==> src/rtl/nim_trigger_logic.sv <==
// Majority coincidence trigger for conditioned NIM channels: per-channel hit windows,
// veto/enable gating, fixed-width output pulse, dead time and saturating trigger counters.
module nim_trigger_logic #(
   parameter int N_CH  = 8,
   parameter int CNT_W = 32
) (
   input  logic             clk,
   input  logic             reset,
   input  logic [N_CH-1:0]  ch_in,
   input  logic [N_CH-1:0]  ch_mask,
   input  logic [3:0]       majority,
   input  logic [7:0]       window,
   input  logic [7:0]       out_width,
   input  logic [15:0]      deadtime,
   input  logic             veto,
   input  logic             enable,
   input  logic             count_clear,
   output logic             trig_out,
   output logic             busy,
   output logic [CNT_W-1:0] trig_count,
   output logic [CNT_W-1:0] lost_count,
   output logic [1:0]       state_dbg
);

   typedef enum logic [1:0] {
      IDLE = 2'd0,
      FIRE = 2'd1,
      DEAD = 2'd2
   } state_t;

   state_t                  state, state_n;
   logic [15:0]             cnt, cnt_n;
   logic [N_CH-1:0]         d1, d2, rise_q;
   logic [N_CH-1:0][7:0]    timer;
   logic [N_CH-1:0]         active;
   logic [7:0]              hit_cnt;
   logic [7:0]              window_eff, width_eff;
   logic                    coinc;
   logic                    idle_eval, clr_timers, trig_inc, lost_inc;

   assign window_eff = (window == 8'd0) ? 8'd1 : window;
   assign width_eff  = (out_width == 8'd0) ? 8'd1 : out_width;
   assign state_dbg  = state;

   // Rising edge is registered once more so the hit timers load from a flop.
   always_ff @(posedge clk or posedge reset) begin
      if (reset) begin
         d1     <= '0;
         d2     <= '0;
         rise_q <= '0;
      end else begin
         d1     <= ch_in;
         d2     <= d1;
         rise_q <= d1 & ~d2;
      end
   end

   always_ff @(posedge clk or posedge reset) begin
      if (reset) begin
         timer <= '0;
      end else begin
         for (int i = 0; i < N_CH; i++) begin
            if (!enable || clr_timers)
               timer[i] <= 8'd0;
            else if (rise_q[i])
               timer[i] <= window_eff;
            else if (timer[i] != 8'd0)
               timer[i] <= timer[i] - 8'd1;
         end
      end
   end

   always_comb begin
      active  = '0;
      hit_cnt = 8'd0;
      for (int i = 0; i < N_CH; i++) begin
         active[i] = (timer[i] != 8'd0);
         hit_cnt   = hit_cnt + 8'(active[i] & ch_mask[i]);
      end
      coinc = (majority != 4'd0) && (hit_cnt >= {4'd0, majority});
   end

   // Leaving FIRE/DEAD evaluates the idle decision in the same cycle, so a pending
   // coincidence refires with spacing of exactly out_width_eff + deadtime.
   always_comb begin
      state_n    = state;
      cnt_n      = cnt;
      idle_eval  = 1'b0;
      clr_timers = 1'b0;
      trig_inc   = 1'b0;
      lost_inc   = 1'b0;
      case (state)
         IDLE: idle_eval = 1'b1;
         FIRE: begin
            if (cnt != 16'd0) begin
               cnt_n = cnt - 16'd1;
            end else if (deadtime != 16'd0) begin
               state_n = DEAD;
               cnt_n   = deadtime - 16'd1;
            end else begin
               state_n   = IDLE;
               idle_eval = 1'b1;
            end
         end
         DEAD: begin
            if (cnt != 16'd0) begin
               cnt_n = cnt - 16'd1;
            end else begin
               state_n   = IDLE;
               idle_eval = 1'b1;
            end
         end
         default: state_n = IDLE;
      endcase
      if (idle_eval && enable && coinc) begin
         clr_timers = 1'b1;
         if (!veto) begin
            state_n  = FIRE;
            cnt_n    = {8'd0, width_eff - 8'd1};
            trig_inc = 1'b1;
         end else begin
            lost_inc = 1'b1;
         end
      end
   end

   always_ff @(posedge clk or posedge reset) begin
      if (reset) begin
         state    <= IDLE;
         cnt      <= 16'd0;
         trig_out <= 1'b0;
         busy     <= 1'b0;
      end else begin
         state    <= state_n;
         cnt      <= cnt_n;
         trig_out <= (state_n == FIRE);
         busy     <= (state_n != IDLE);
      end
   end

   always_ff @(posedge clk or posedge reset) begin
      if (reset) begin
         trig_count <= '0;
         lost_count <= '0;
      end else if (count_clear) begin
         trig_count <= '0;
         lost_count <= '0;
      end else begin
         if (trig_inc && (trig_count != '1))
            trig_count <= trig_count + CNT_W'(1);
         if (lost_inc && (lost_count != '1))
            lost_count <= lost_count + CNT_W'(1);
      end
   end

endmodule

==> config.mk <==
export PLATFORM = sky130hd
export DESIGN_NAME = nim_trigger_logic
export DESIGN_NICKNAME = d
export VERILOG_FILES = /design/src/rtl/nim_trigger_logic.sv
export SDC_FILE = /design/constraint.sdc
export NUM_CORES = 1
export LEC_CHECK = 0
export CORE_MARGIN = 1.5
export CORE_UTILIZATION = 55
export DETAILED_ROUTE_END_ITERATION = 8
export PLACE_DENSITY = 0.76
export SLEW_MARGIN = 5
export SYNTH_ARGS = -nofsm -noshare
export SYNTH_HDL_FRONTEND = slang
export SYNTH_SLANG_ARGS = --single-unit
export TNS_END_PERCENT = 5
==> constraint.sdc <==
create_clock -name clk -period 8.4 [get_ports clk]
set_clock_uncertainty 0.15 [all_clocks]
set_input_delay 1.68 -clock clk [delete_from_list [all_inputs] [get_ports clk]]
set_output_delay 1.68 -clock clk [all_outputs]
set_load 0.02 [all_outputs]
# Yosys cells after proc, flatten, opt, wreduce, memory -nomap -nowiden
# Index checks and enable logic that the tools add are counted.
op_classes:
  muxes: 51
  n_bitwise: 10
  n_reduce_logical: 32
  n_lt_le_gt_ge: 1
  n_eq_ne: 5
  n_addsub: 20
ops:
  columns: ["operator", "n"]
  rows:
  - ["$mux W8", 26]
  - ["$mux W32", 4]
  - ["$mux W16", 5]
  - ["$sub A8 B1 Y8 const B", 9]
  - ["$add A32 B1 Y32 const B", 2]
  - ["$ne A32 B32 Y1 const B", 2]
  - ["$reduce_bool A8 Y1", 8]
  - ["$pmux W16 S2", 1]
  - ["$reduce_bool A16 Y1", 2]
  - ["$sub A16 B1 Y16 const B", 2]
  - ["$reduce_bool A3 Y1", 8]
  - ["$logic_not A8 Y1", 2]
  - ["$mux W2", 5]
  - ["$add A7 B1 Y8", 1]
  - ["$and A1 B1 Y1", 8]
  - ["$and A8 B8 Y8", 1]
  - ["$ge A8 B4 Y1", 1]
  - ["$mux W1", 8]
  - ["$not A8 Y8", 1]
  - ["$add A6 B1 Y7", 1]
  - ["$add A5 B1 Y6", 1]
  - ["$pmux W2 S3", 1]
  - ["$reduce_bool A2 Y1", 3]
  - ["$add A4 B1 Y5", 1]
  - ["other kinds (11)", 16]
word_totals:
  input_bits: 57
  regBits: 172
  output_inout_bits: 68
  word_cells: 136

# Depth between registers and ports, before layout
# Gate-level depths: netlist of the first run.
depth:
  word_depth: 16
  depth_mapped: 23
  ltp_nobuf: 21

# Worst setup path before layout of the first run
# Ideal clock, no wire load.
synth_timing:
  kind: "reg-to-reg"
  from: "register timer[0] (netlist name)"
  to: "register lost_count[1]"
  t_required_ns: 8.118
  stages_incl_launch_ff: 22
  setup_ns: 0.132
  path_buffers: 2
  synth_period_minus_slack_ns: 6.620
  arrival_time_ns: 6.338
  slack_ns: 1.780
  path_cell_list: "dfrtp_1 > inv_1 > ha_1 > or3b_2 > or3_1 > nor3_1 > nor2b_1 > fa_1 > inv_1 > fa_1 > inv_1 > fa_1 > ha_1 > fa_1 > ha_1 > a2111oi_0 > a211oi_4 > nand4_1 > clkbuf_1 > clkbuf_1 > mux2i_1 > nor2_1"
synth_between:
  elab_chain_cells: 15
synth_lines:
  columns: ["item", "line_no", "rtl"]
  rows:
  - ["from (decl)", "34", "logic [N_CH-1:0][7:0] timer;"]
  - ["from (signal, indexed assignment)", "66", "timer[i] <= window_eff;"]
  - ["from (signal, indexed assignment)", "68", "timer[i] <= timer[i] - 8'd1;"]
  - ["$reduce_bool A8 Y1", "77", "active[i] = (timer[i] != 8'd0);"]
  - ["$and A1 B1 Y1", "78", "hit_cnt = hit_cnt + 8'(active[i] & ch_mask[i]);"]
  - ["$add A1 B1 Y2", "78", null]
  - ["$add A2 B1 Y3", "78", null]
  - ["$add A3 B1 Y4", "78", null]
  - ["$add A4 B1 Y5", "78", null]
  - ["$add A5 B1 Y6", "78", null]
  - ["$add A6 B1 Y7", "78", null]
  - ["$add A7 B1 Y8", "78", null]
  - ["$ge A8 B4 Y1", "80", "coinc = (majority != 4'd0) && (hit_cnt >= {4'd0, majority});"]
  - ["$logic_and A1 B1 Y1", "80", null]
  - ["$logic_and A1 B1 Y1", "115", "if (idle_eval && enable && coinc) begin"]
  - ["$mux W1", "115", null]
  - ["$logic_and A1 B1 Y1", "151", "if (lost_inc && (lost_count != '1))"]
  - ["$reduce_bool A2 Y1 (no line)", null, null]
  - ["to (signal assigned)", "152", "lost_count <= lost_count + CNT_W'(1);"]
  - ["to (decl)", "21", "output logic [CNT_W-1:0] lost_count,"]
# No other way between the ends.
# A chain may end at the register's enable or synchronous reset.

# Worst setup path in the final report of the first run
layout_timing:
  from: "register timer[0] (netlist name)"
  to: "register lost_count[20]"
# Same word-level chain as after synthesis.

==> key figures, run 1 <==
Critical path
  – R2R Setup Slk: 1360 ps
  – Arrival time of the worst setup path: 7200 ps
  – Crit-path max FO: 20
  – Crit end category: flop
  – Critical path class: reg2reg
  – Worst EP required: 8560 ps
  – Startpoint types: flop

STA
  – Min cycle time layout: 7039 ps
  – Relative slew slack: 42.44%
  – Slew at the pin closest to its max-slew limit: 856.9 ps
  – RSZ-0062 raised after global routing: no
  – Hold_ws: 217.1 ps
  – Setup violators final: 0
  – Final Hold Viols: 0
  – Final Max Tran Viols: 0
  – Sum Neg Setup Slack: 0 ps
  – Fin crit share: 83.80%
  – F_max: 0.1421 GHz

Global routing
  – Pin count of the biggest net entering global routing: 72
  – Gr usage total: 26.55%
  – Grt ovf: 0
  – First-pass GRT wire length: 41,920 um
  – Initial antenna violation count: 0
  – Vias in the first global route: 8,315

Cells and area
  – Most common cell after layout, fill and taps aside: dfrtp_1
  – NumNets Final: 1,350
  – Diode count: 0
  – Layout Utilization: 67.43%
  – Design area: 0.01215 mm2
  – Most frequent cells in the layout: dfrtp_1, nor2_1, clkdlybuf4s50_1
  – Syn-to-layout area delta: 19.73%
  – Layout cells sized above 1: 5.730%

Clock network
  – Post-CTS Setup Inserts: 0
  – Clock-pin slew on the worst setup and hold paths: 70 ps
  – TritonCTS Buffers: 17
  – CTS Buffer Depth: 2
  – CTS resizes: 0
  – CTS sink cnt: 172
  – Clock latency on the worst-skew pair: 430 ps
  – Clock Root Buffer: clkbuf_16
  – H-tree levels: 4
  – CTS tree: built
  – Hold Buf Count CTS: 0

Synthesis
  – Syn avg cell area: 8.743 um2
  – Synthesized area: 0.01015 mm2
  – Number of synthesized flops with an enable pin: 0
  – Asr flop ratio synth: 100.0%
  – Ys Warns: 0
  – Syn_nets: 1,248
  – FF+latch count, synth: 172
  – Synth unique cells: 58
  – Sequential share of the synthesized area: 42.40%
  – Synth Flop Type: dfrtp_1
  – Synth Instances: 1,161

Placed design
  – Post-DP Area: 0.01156 mm2
  – RD Place Congestion: 0.8463
  – Port-buffer cells: 124
  – Dpl hpwl: 17,260 um

Floorplan
  – Die ar.: 0.01928 mm2
  – Die W: 138.9 um
  – Ports: 125
  – Starting Density: 56.32%
  – Row cnt: 49
  – Core area: 0.01802 mm2
  – Chip height: 138.9 um

Routing
  – Vias/cell: 6.009
  – Remaining DRCs: 0
  – 1st-iter DRT viols: 686
  – Routed vias: 9,031
  – Drt total wl: 25,340 um
  – Drt wl/cell: 16.86 um
  – Post-route antenna net violation count: 0
  – DRT Pass-1 Iters: 5

Worst hold path
  – Min-delay worst type: reg2reg

Power
  – Worst vdd rail ir drop: 0.2222 mV
  – P_leak: 4.896 nW
  – PwrDens: 291.2 mW/mm2

Job
  – Max_cap viols: 0

Outcome
  – Status: complete, no violations
## area by class of cell
type / instances / area, um2
Sequential cell: 172 / 4304
Clock buffer: 20 / 446.7
Multi-Input combinational cell: 897 / 5504
Timing Repair Buffer: 134 / 1311
Clock inverter: 10 / 142.6
Inverter: 41 / 158.9
Fill cell: 1472 / 5871
Tap cell: 229 / 286.5
## per-stage QoR
step                setup slack [ps]  total power (W)  instances
global placement                1107         0.002683       1473
global route                   921.5         0.003843       1503
detailed placement             966.5         0.002730       1473
finish                          1361         0.003539       1503
CTS                             1330         0.003550       1503
floorplan                       1780         0.002369       1161
## cells by family (layout without fill, tap and decap cells)
kind of cell	count (synthesis)	after routing	synth area share [%]
buf+inv	92	205	3.402
xor+xnor	64	64	5.522
fa+ha+maj	30	30	3.994
flops	172	172	42.40
compound gates	245	245	14.34
mux	30	30	3.118
simple gates	528	528	27.23
## registers in the layout, indices dropped and copies added, names as in the netlist
name and count:
rise_q 8, d2 8, cnt 16, busy 1, lost_count 32, state_dbg 2
timer 64, trig_out 1, trig_count 32, d1 8
## report_power, final
group / switching, W / total, W / internal [W] / leakage [nW]
logic: 0.000911 / 0.00160 / 0.000692 / 2.31
registers: 0.000156 / 0.00113 / 0.000975 / 2.30
clock network: 0.000332 / 0.000806 / 0.000474 / 0.286
## per-layer routing
metal | part of all wire (%) | track usage, % | vias up
met2 | 49 | 43.36 | 241
met5 | 0 | 0 | -
met3 | 5.0 | 5.525 | 27
met4 | 1.3 | 6.086 | 0
li1 | - | - | 4392
met1 | 45 | 36.62 | 4371
## worst paths after layout
check,to,cells past startpoint,start
setup / recovery,lost_count[20],23,timer[0]
hold / removal,d2[4],0,d1[4]
setup reg to reg,lost_count[20],23,timer[0]
hold reg to reg,d2[4],0,d1[4]
max in group asynchronous,timer[5],3,reset
min in group asynchronous,trig_count[22],2,reset
## critical path: stages (launching register included)
cell       delay [ps]
dfrtp_1           400
inv_1              60
ha_1              170
or3b_2            490
or3_1             350
nor3_1            160
buf_4             190
nor2b_1            80
fa_1              540
inv_1              70
fa_1              540
inv_1              60
fa_1              480
ha_1              240
fa_1              380
xor2_1            150
ha_1              270
o21a_1            120
o2111ai_1         150
a211oi_4          470
nand4_1           460
buf_4             360
nor4_1            220
mux2_2            370
## cell usage after synthesis (4+ instances only)
cell,count,area [um2]
or3_1,41,256.5
o21a_1,4,30.03
inv_1,41,153.9
o21ai_0,48,240.2
or4_1,22,165.2
a21oi_1,117,585.6
or3b_2,6,52.55
nor2b_1,29,181.4
o211ai_1,5,37.54
nor4_1,22,137.6
a211oi_1,6,45.04
clkbuf_1,49,183.9
fa_1,4,80.08
nand3_1,46,230.2
nor3b_1,4,30.03
and4_1,10,87.58
nand2_1,84,315.3
ha_1,26,325.3
and2_1,5,31.28
o31ai_1,21,157.7
a31oi_1,12,75.07
nand2b_1,4,25.02
xnor2_1,40,350.3
nand4_1,16,100.1
a211o_1,8,70.07
mux2i_1,17,170.2
nor3_1,71,355.3
nand3b_1,9,67.56
a21o_1,4,30.03
a22oi_1,5,37.54
xor2_1,24,210.2
nor2_1,133,499.2
and3_1,11,68.82
dfrtp_1,172,4304
mux2_2,13,146.4
Power figures use the tool's default switching activity.
==> run 2: changes to the inputs <==
Settings changed: CORE_UTILIZATION 55 to 51, PLACE_DENSITY 0.76 to 0.74.
Clock period 8.4 ns to 6.2 ns, I/O delays scaled along.
==> key figures, run 2 (synthesis results as in run 1) <==
Outcome
  – Status: complete, no violations

Clock network
  – TritonCTS Buffers: 17
  – Clock-pin slew on the worst setup and hold paths: 70 ps
  – CTS sink cnt: 172
  – CTS Buffer Depth: 2
  – Hold Buf Count CTS: 0
  – Clock latency on the worst-skew pair: 440 ps
  – CTS tree: built
  – H-tree levels: 4
  – Clock Root Buffer: clkbuf_16

STA
  – Fin crit share: 97.24%
  – Final setup margin: 171.0 ps
  – F_max: 0.1659 GHz
  – Final Hold Viols: 0
  – Final Max Tran Viols: 0
  – Slew at the pin closest to its max-slew limit: 899.2 ps
  – Relative slew slack: 39.50%
  – Hold_ws: 214.3 ps
  – Setup violators final: 0
  – RSZ-0062 raised after global routing: yes
  – Min cycle time layout: 6029 ps

Global routing
  – First-pass GRT wire length: 41,650 um
  – Pin count of the biggest net entering global routing: 97
  – Grt ovf: 0
  – Vias in the first global route: 8,515
  – Initial antenna violation count: 0
  – Gr usage total: 25.15%

Critical path
  – Startpoint types: flop
  – Worst path buffer plus inverter count: 6
  – Worst EP required: 6400 ps
  – Crit-path max FO: 19
  – Critical path class: reg2reg
  – Arrival time of the worst setup path: 6230 ps
  – CP peak stage delay: 530 ps
  – R2R Setup Slk: 170 ps
  – Critical Path, Cell by Cell: inv_2 > ha_2 > or3b_4 > or3_4 > nor3_4 > nor2b_2 > fa_1 > inv_2 > fa_1 > inv_1 > fa_1 > ha_2 > fa_2 > xor2_1 > ha_1 > o21a_1 > o2111ai_2 > a211oi_4 > buf_12 > nand4_1 > buf_6 > buf_12 > or3_4 > a21oi_2
  – Crit end category: flop
  – Crit path max-delay family: adder cells
  – Cell repeated most along the worst path: fa_1
  – Slowest cell on the critical path: fa_1

Worst hold path
  – Min-delay worst type: reg2reg

Floorplan
  – Starting Density: 52.16%
  – Die W: 144.1 um
  – Core area: 0.01946 mm2
  – Row cnt: 51
  – Ports: 125
  – Chip height: 144.1 um
  – Die ar.: 0.02076 mm2

Power
  – Switching share of power: 39.82%
  – P_leak: 5.096 nW
  – Sw power: 0.002011 W
  – Int Pwr: 0.003040 W
  – Gate power share: 48.7%
  – PwrDens: 398.7 mW/mm2
  – Clock power frac: 20.9%
  – Reg power frac: 30.4%
  – Worst vdd rail ir drop: 0.2234 mV
  – PnR Total Power: 0.005051 W

Placed design
  – RD Place Congestion: 0.9082
  – Dpl ws: -365.4 ps
  – Placed instance count: 1,535
  – Dpl hpwl: 17,480 um
  – Port-buffer cells: 124

Routing
  – Vias/cell: 5.869
  – Drt total wl: 25,750 um
  – Post-route antenna net violation count: 0
  – 1st-iter DRT viols: 514
  – Remaining DRCs: 0
  – Routed vias: 9,232
  – DRT Pass-1 Iters: 7
  – Drt wl/cell: 16.37 um

Cells and area
  – Most frequent cells in the layout: dfrtp_1, nor2_1, clkdlybuf4s50_1
  – Fin cells: 1,573
  – Layout Utilization: 65.10%
  – Syn-to-layout area delta: 24.81%
  – Biggest regs: timer: 64 flops, lost_count: 32 flops, trig_count: 32 flops
  – Max reg flops: 64
  – Diode count: 0
  – Layout cells sized above 1: 10.78%
  – Largest Register: timer
  – Most common cell after layout, fill and taps aside: dfrtp_1
  – # fillers: 1,605
  – NumNets Final: 1,382

Job
  – Max_cap viols: 0
==> run 2: cell types whose count changed in the layout (fill, tap and decap cells not counted), sizes merged <==
cell      previous run  this run
buf                 11        43
bufinv               3         1
clkbuf              20        17
clkinv               5         3
clkinvlp             1         2
inv                 42        50
==> run 2: final timing paths <==
path,from,end,cells after the start
max,timer[9],lost_count[28],24
max reg2reg,timer[9],lost_count[28],24
min,d1[1],d2[1],0
min reg2reg,d1[1],d2[1],0
max in group asynchronous,reset,lost_count[12],3
min in group asynchronous,reset,trig_count[23],2
==> run 2: timing repair <==
item / 4_1_cts / 5_1_grt
buffers inserted: 1 / 4
setup endpoints to repair: 57 / 66
pin swaps: 4 / 15
cloned: 0 / 1
resized for setup: 14 / 25
==> run 2: cell type report <==
type	count	area [um2]	area share [%]
Sequential cell	172	4304	33.97
Timing Repair Buffer	166	1627	12.84
Clock inverter	15	153.9	1.215
Inverter	41	158.9	1.254
Multi-Input combinational cell	897	5669	44.75
Tap cell	265	331.6	2.617
Clock buffer	17	425.4	3.358
==> run 2: power groups by stage <==
| stage | registers [W] | logic, W | clock network, W |
|---|---|---|---|
| 6_report | 0.00154 | 0.00246 | 0.00106 |
| 4_1_cts | 0.00153 | 0.00241 | 0.00108 |
| 2_1_floorplan | 0.00151 | 0.00175 | 0 |
| 3_3_place_gp | 0.00154 | 0.00228 | 0 |
| 3_5_place_dp | 0.00154 | 0.00234 | 0 |
| 5_1_grt | 0.00156 | 0.00277 | 0.00112 |
==> run 2: routing by layer <==
metal | GRT usage [%] | part of all wire (%) | vias to the layer above | routed length, um
li1 | - | - | 4450 | -
met5 | 0 | 0 | - | 0
met3 | 4.636 | 4.5 | 39 | 1164
met1 | 33.50 | 45 | 4503 | 11640
met2 | 41.02 | 48 | 240 | 12370
met4 | 9.023 | 2.2 | 0 | 573
==> run 2: stage by stage <==
stage,instance area [um2],setup TNS [ps]
floorplan,10180,-8.963
global route,12670,-988.5
finish,12670,0
CTS,12550,-0.5471
global placement,11890,-10630
detailed placement,11890,-13310
==> run 2: worst register-to-register path, stage by stage, from the launching register on <==
cell and delay (ps):
dfrtp_1 400, inv_2 60, ha_2 170, or3b_4 380, or3_4 390, nor3_4 200
nor2b_2 70, fa_1 520, inv_2 50, fa_1 530, inv_1 50, fa_1 440
ha_2 200, fa_2 330, xor2_1 150, ha_1 270, o21a_1 130, o2111ai_2 130
a211oi_4 220, buf_12 170, nand4_1 120, buf_6 170, buf_12 140, or3_4 370
a21oi_2 140
